File: config.mk
export PLATFORM = sky130hd
export DESIGN_NAME = wvl_capture_ctrl_flat
export DESIGN_NICKNAME = d
export VERILOG_FILES = /design/src/rtl/wvl_capture_ctrl_if.sv /design/src/rtl/wvl_capture_ctrl.sv /design/src/flat_wrapper.sv
export SDC_FILE = /design/constraint.sdc
export NUM_CORES = 1
export LEC_CHECK = 0
export ABC_CLOCK_PERIOD_IN_PS = 3690
export BUFFER_PORTS_ARGS = -buffer_cell sky130_fd_sc_hd__clkbuf_2
export CELL_PAD_IN_SITES_DETAIL_PLACEMENT = 0
export CELL_PAD_IN_SITES_GLOBAL_PLACEMENT = 1
export CORE_UTILIZATION = 40
export CTS_CLUSTER_SIZE = 8
export DETAILED_ROUTE_END_ITERATION = 8
export HOLD_SLACK_MARGIN = 0.15
export PLACE_DENSITY_LB_ADDON = 0.15
export SYNTH_ARGS = -nofsm -noshare
export SYNTH_HDL_FRONTEND = slang
export SYNTH_SLANG_ARGS = --single-unit
File: constraint.sdc
create_clock -name user_clk -period 3.69 [get_ports user_clk]
set_input_delay 0.1845 -clock user_clk [delete_from_list [all_inputs] [get_ports user_clk]]
set_output_delay 0.1845 -clock user_clk [all_outputs]
set_load 0.005 [all_outputs]
File: src/rtl/wvl_capture_ctrl_if.sv
// BRAM write-port bundle between the capture controller and the snapshot BRAM.
//   bram_we    write enable
//   bram_addr  write address (ADDR_W bits)
//   bram_din   write data (DATA_W bits)
// Modports: master = controller (drives), slave = BRAM side (receives).
interface wvl_capture_ctrl_if #(
  parameter int unsigned DATA_W = 32,
  parameter int unsigned ADDR_W = 10
);
  logic              bram_we;
  logic [ADDR_W-1:0] bram_addr;
  logic [DATA_W-1:0] bram_din;

  modport master (output bram_we, output bram_addr, output bram_din);
  modport slave  (input bram_we, input bram_addr, input bram_din);
endinterface

File: src/rtl/wvl_capture_ctrl.sv
// Snapshot capture sequencer: software arms it through ctrl_word, it runs
// holdoff -> trigger -> capture and writes datapath samples into the capture BRAM.
// Ports:
//   user_clk, user_rst_n  clock, asynchronous active-low reset
//   ctrl_word             [0] start (rising edge), [1] trig_sel, [2] abort, [31:16] holdoff
//   len_word              words to capture (0 or > 2**ADDR_W means 2**ADDR_W)
//   ext_trig              external trigger level, looked at in WAIT_TRIG only
//   din, din_valid        datapath sample stream
//   bram                  BRAM write port (master side of wvl_capture_ctrl_if)
//   status                [2:0] state, [3] done, [4] aborted, [31:16] words written
//   done_pulse            one cycle high on entry to DONE
// Optional feature: define WVL_CAPTURE_CTRL_TIMESTAMP_EN to write a free-running cycle
// count to address 0 on trigger; samples then start at address 1 and the timestamp
// counts toward the capture length.
module wvl_capture_ctrl #(
  parameter int unsigned DATA_W = 32,
  parameter int unsigned ADDR_W = 10
) (
  input  logic                user_clk,
  input  logic                user_rst_n,
  input  logic [31:0]         ctrl_word,
  input  logic [ADDR_W:0]     len_word,
  input  logic                ext_trig,
  input  logic [DATA_W-1:0]   din,
  input  logic                din_valid,
  wvl_capture_ctrl_if.master  bram,
  output logic [31:0]         status,
  output logic                done_pulse
);

  localparam logic [2:0] StIdle    = 3'd0;
  localparam logic [2:0] StHoldoff = 3'd1;
  localparam logic [2:0] StWaitTrig = 3'd2;
  localparam logic [2:0] StCapture = 3'd3;
  localparam logic [2:0] StDone    = 3'd4;

  localparam logic [ADDR_W:0] MaxLen = {1'b1, {ADDR_W{1'b0}}};

  logic [2:0]        state_q, state_d;
  logic              start_prev_q;
  logic [15:0]       hold_q, hold_d;
  logic              trig_sel_q, trig_sel_d;
  logic [ADDR_W:0]   len_q, len_d;
  logic [ADDR_W:0]   count_q, count_d;
  logic              done_q, done_d;
  logic              aborted_q, aborted_d;
  logic              we_q, we_d;
  logic [ADDR_W-1:0] addr_q, addr_d;
  logic [DATA_W-1:0] wdata_q, wdata_d;
  logic              done_pulse_q, done_pulse_d;

  logic              start;
  logic              abort;
  logic [ADDR_W:0]   len_clamped;
  logic [ADDR_W:0]   count_inc;
  logic [15:0]       count_ext;
  logic              unused_ctrl;

  assign start       = ctrl_word[0] & ~start_prev_q;
  assign abort       = ctrl_word[2];
  assign len_clamped = ((len_word == '0) || (len_word > MaxLen)) ? MaxLen : len_word;
  assign count_inc   = count_q + 1'b1;
  assign count_ext   = 16'(count_q);
  assign unused_ctrl = ^ctrl_word[15:3];

`ifdef WVL_CAPTURE_CTRL_TIMESTAMP_EN
  logic [DATA_W-1:0] ts_q;

  always_ff @(posedge user_clk or negedge user_rst_n) begin
    if (!user_rst_n) begin
      ts_q <= '0;
    end else begin
      ts_q <= ts_q + 1'b1;
    end
  end
`endif

  always_comb begin
    state_d      = state_q;
    hold_d       = hold_q;
    trig_sel_d   = trig_sel_q;
    len_d        = len_q;
    count_d      = count_q;
    done_d       = done_q;
    aborted_d    = aborted_q;
    we_d         = 1'b0;
    addr_d       = addr_q;
    wdata_d      = wdata_q;
    done_pulse_d = 1'b0;

    case (state_q)
      StIdle, StDone: begin
        // Abort held together with start suppresses the new capture.
        if (start && !abort) begin
          done_d     = 1'b0;
          aborted_d  = 1'b0;
          count_d    = '0;
          hold_d     = ctrl_word[31:16];
          trig_sel_d = ctrl_word[1];
          len_d      = len_clamped;
          state_d    = (ctrl_word[31:16] != 16'd0) ? StHoldoff : StWaitTrig;
        end
      end
      StHoldoff: begin
        if (abort) begin
          state_d   = StIdle;
          aborted_d = 1'b1;
        end else begin
          hold_d = hold_q - 16'd1;
          if (hold_q == 16'd1) state_d = StWaitTrig;
        end
      end
      StWaitTrig: begin
        if (abort) begin
          state_d   = StIdle;
          aborted_d = 1'b1;
        end else if (!trig_sel_q || ext_trig) begin
          state_d = StCapture;
`ifdef WVL_CAPTURE_CTRL_TIMESTAMP_EN
          we_d    = 1'b1;
          addr_d  = '0;
          wdata_d = ts_q;
          count_d = count_inc;
          if (count_inc == len_q) begin
            state_d      = StDone;
            done_d       = 1'b1;
            done_pulse_d = 1'b1;
          end
`endif
        end
      end
      StCapture: begin
        if (abort) begin
          state_d   = StIdle;
          aborted_d = 1'b1;
        end else if (din_valid) begin
          we_d    = 1'b1;
          addr_d  = count_q[ADDR_W-1:0];
          wdata_d = din;
          count_d = count_inc;
          if (count_inc == len_q) begin
            state_d      = StDone;
            done_d       = 1'b1;
            done_pulse_d = 1'b1;
          end
        end
      end
      default: state_d = StIdle;
    endcase
  end

  always_ff @(posedge user_clk or negedge user_rst_n) begin
    if (!user_rst_n) begin
      state_q      <= StIdle;
      start_prev_q <= 1'b0;
      hold_q       <= '0;
      trig_sel_q   <= 1'b0;
      len_q        <= '0;
      count_q      <= '0;
      done_q       <= 1'b0;
      aborted_q    <= 1'b0;
      we_q         <= 1'b0;
      addr_q       <= '0;
      wdata_q      <= '0;
      done_pulse_q <= 1'b0;
    end else begin
      state_q      <= state_d;
      start_prev_q <= ctrl_word[0];
      hold_q       <= hold_d;
      trig_sel_q   <= trig_sel_d;
      len_q        <= len_d;
      count_q      <= count_d;
      done_q       <= done_d;
      aborted_q    <= aborted_d;
      we_q         <= we_d;
      addr_q       <= addr_d;
      wdata_q      <= wdata_d;
      done_pulse_q <= done_pulse_d;
    end
  end

  assign bram.bram_we   = we_q;
  assign bram.bram_addr = addr_q;
  assign bram.bram_din  = wdata_q;
  assign status         = {count_ext, 11'd0, aborted_q, done_q, state_q};
  assign done_pulse     = done_pulse_q;

endmodule
File: src/flat_wrapper.sv
// flat-port wrapper written by rule: the top's interface ports become plain ports
module wvl_capture_ctrl_flat 
#(
  parameter int unsigned DATA_W = 32,
  parameter int unsigned ADDR_W = 10
)
  (user_clk, user_rst_n, ctrl_word, len_word, ext_trig, din, din_valid, status, done_pulse, bram_bram_we, bram_bram_addr, bram_bram_din);
  wvl_capture_ctrl_if #(.DATA_W(DATA_W), .ADDR_W(ADDR_W)) bram_i ();
  input  logic user_clk;
  input  logic user_rst_n;
  input  logic [31:0] ctrl_word;
  input  logic [ADDR_W:0] len_word;
  input  logic ext_trig;
  input  logic [DATA_W-1:0] din;
  input  logic din_valid;
  output logic [31:0] status;
  output logic done_pulse;
  output wire logic [$bits(bram_i.bram_we)-1:0] bram_bram_we;
  output wire logic [$bits(bram_i.bram_addr)-1:0] bram_bram_addr;
  output wire logic [$bits(bram_i.bram_din)-1:0] bram_bram_din;
  assign bram_bram_we = bram_i.bram_we;
  assign bram_bram_addr = bram_i.bram_addr;
  assign bram_bram_din = bram_i.bram_din;
  wvl_capture_ctrl #(.DATA_W(DATA_W), .ADDR_W(ADDR_W)) u_core (.user_clk(user_clk), .user_rst_n(user_rst_n), .ctrl_word(ctrl_word), .len_word(len_word), .ext_trig(ext_trig), .din(din), .din_valid(din_valid), .bram(bram_i), .status(status), .done_pulse(done_pulse));
endmodule
==> metrics <==
outcome completed; Setup TNS Final 0 ps; startpoint types input port; CP Max Fanout 26; post-layout util roughly 55%; clk root buf clkbuf_16; initial antenna violation count 0; wire per inst 14.4 um; Post-Synth Simple-Gate Area 24.9%; largest buffer count on any clock path 2; final setup fails 0; largest cells by area after synthesis dfrtp_1, nand2_1, o21ai_0; setup bufs post-CTS 0; Cell Area, Synth ~4600 um2; CTS tree yes; EDFF count, synth 0; Max Cap Viol 0; vias per std cell around 5.1; Synth Instances 522; wirelength, routed around 12,000 um; Critical Path AT about 2900 ps; register area share after synthesis 48.6%; Tot Pwr between 4 and 5 mW; Top Ports 155; Final Hold Vio Count 0; vias in the first global route approximately 4,000; Final Instance Area between 6000 and 7000 um2; die area approximately 12,000 um2; detailed placer's ending HPWL roughly 7700 um; width of the chip between 100 and 150 um; PortBufs between 100 and 150; worst r2r path cells 7; WP data required approximately 3900 ps; Worst-Skew Late Latency approximately 340 ps; GPL Wtd Cong between 0.7 and 0.8; final net count about 760; Synth cell types between 50 and 60; syn avg cell area around 8.8 um2; ys async rst share 100%; via count between 4,000 and 5,000; HP Class in -> reg; max-slew violations 0; Seq cells post-synth between 80 and 90; share of cells above drive strength 1 between 20% and 30%; Tcrit/Tclk final between 70 and 80%; Worst VDD drop 304 uV; most common cell after layout, fill and taps aside nand2_1; Worst setup EP type flip-flop; Compound-Gate Fraction of Synth Area 15.6%; share of the synthesized area in the top cell type about half; clk_skew approximately 2.7 ps; first-pass GRT wire length 18,900 um; drt pass-1 iters 4; post-synth top area cell dfrtp_1; final hold slack between 150 and 200 ps; CP Class in -> reg; Clock transition at path regs around 60 ps; area growth from synthesis to layout 32.3%; clock buffer count from CTS 9; Initial DRC Count 207; Post-Synth XOR/XNOR Area 2.86%; Lkg Pwr roughly 3 nW; Initial Util a little over two fifths; Core Region 11,000 um2; power density cells between 600 and 700 nW/um2; fin crit period 2660 ps; mux share of post-synthesis cell area less than 1%; # diodes 0; fmax about 380 MHz; synthesis warning total 0; RSZ-0062 raised after global routing no; Synth Area in Adders less than 1%; Slew HR between 30% and 40%; Main synth FF type dfrtp_1; largest net degree at the start of global routing 61; remaining antenna violation count after routing 0; DRC 0; H-tree Lvls 3; Sink Count 89; Total Routing Usage GR between 20% and 30%; total grt overflow 0; Tightest Pin Transition 1040 ps; commonest cells after routing, fill and taps aside nand2_1, clkbuf_2, dfrtp_1; largest family of logic cells by synthesized area simple AND/OR/NAND/NOR gates; Post-DP Area roughly 5200 um2; hold path cells 3; DIE HEIGHT 109 um; floorplan row count 38
## registers in the layout, indices dropped and copies added (netlist names)
register / count
u_core.bram.bram_din: 32
u_core.hold_q: 16
u_core.count_q: 11
u_core.len_q: 11
u_core.bram.bram_addr: 10
u_core.state_q: 3
u_core.aborted_q: 1
u_core.bram.bram_we: 1
u_core.done_pulse: 1
u_core.done_q: 1
u_core.start_prev_q: 1
u_core.trig_sel_q: 1
## metal layers
| metal | global-route usage [%] | vias up | wire length (um) |
|---|---|---|---|
| met4 | 10.4 | 0 | 261 |
| li1 | - | 2073 | - |
| met5 | 0 | - | 0 |
| met3 | 3.71 | 26 | 584 |
| met2 | 31.9 | 138 | 5600 |
| met1 | 27.5 | 1952 | 5380 |
## logic make-up (layout without fill, tap and decap cells)
| logic type | Yosys count | in the layout |
|---|---|---|
| AO/OA/AOI/OAI | 110 | 110 |
| XOR/XNOR | 15 | 15 |
| adder cells (fa/ha/maj) | 3 | 3 |
| buffers and inverters | 58 | 205 |
| flip-flops | 89 | 89 |
| multiplexers | 1 | 1 |
| other | 1 | 16 |
| AND/OR/NAND/NOR | 245 | 245 |
## final timing paths
check,from,to,slack (ps)
worst max-delay path,ctrl_word[2],u_core.hold_q[10],1030
worst min-delay path,ctrl_word[18],u_core.hold_q[2],160
worst max register to register,u_core.count_q[0],u_core.state_q[0],1160
worst min register to register,u_core.bram.bram_din[0],u_core.bram.bram_din[0],470
max in group asynchronous,user_rst_n,u_core.hold_q[7],2350
min in group asynchronous,user_rst_n,u_core.count_q[0],460
## metrics by stage
stage | cells | setup slack, ps
6_report | 824 | 1030
5_1_grt | 824 | 766
4_1_cts | 824 | 1060
3_5_place_dp | 757 | 1200
3_3_place_gp | 757 | 1230
2_1_floorplan | 537 | 1560
## critical path: stages
cell	delay (ps)
dlygate4sd3_1	530
clkbuf_2	120
or3b_2	490
nand2b_1	590
o21a_1	550
o21ai_0	280
o21ai_0	110
## layout make-up
cell class	instances	area [um2]
sequential	89	2230
fill	1001	4920
multi-input combinational	390	2100
tap	140	175
inverter	9	33.8
clock inverter	4	97.6
clock buffer	12	267
timing repair buffer	180	1170
## repair_timing
action | in CTS | in global routing
endpoints found under the hold margin | 109 | 0
resized for setup | 0 | 0
hold buffers | 51 | 0
## synth_stat cells (3+ instances only)
cell,n
nand2_1,146
dfrtp_1,89
o21ai_0,37
nor2_1,26
a21oi_1,25
buf_4,21
clkbuf_1,15
buf_2,12
nand3_1,12
xnor2_1,11
nand2b_1,10
inv_1,9
nor3_1,9
nand4_1,8
nor4_1,7
o31ai_1,6
a22o_1,5
a22oi_1,5
o2bb2ai_1,4
or3_1,4
xor2_1,4
ha_1,3
o21a_1,3
o21ai_1,3
o41ai_1,3
## report_power, final
part | total [mW] | switching, mW | leakage [nW] | internal [mW]
combinational | 1.37 | 0.744 | 1.67 | 0.621
clock | 1.10 | 0.382 | 0.175 | 0.717
sequential | 1.64 | 0.297 | 1.14 | 1.34
No activity file was read; power rests on OpenSTA's default activity.
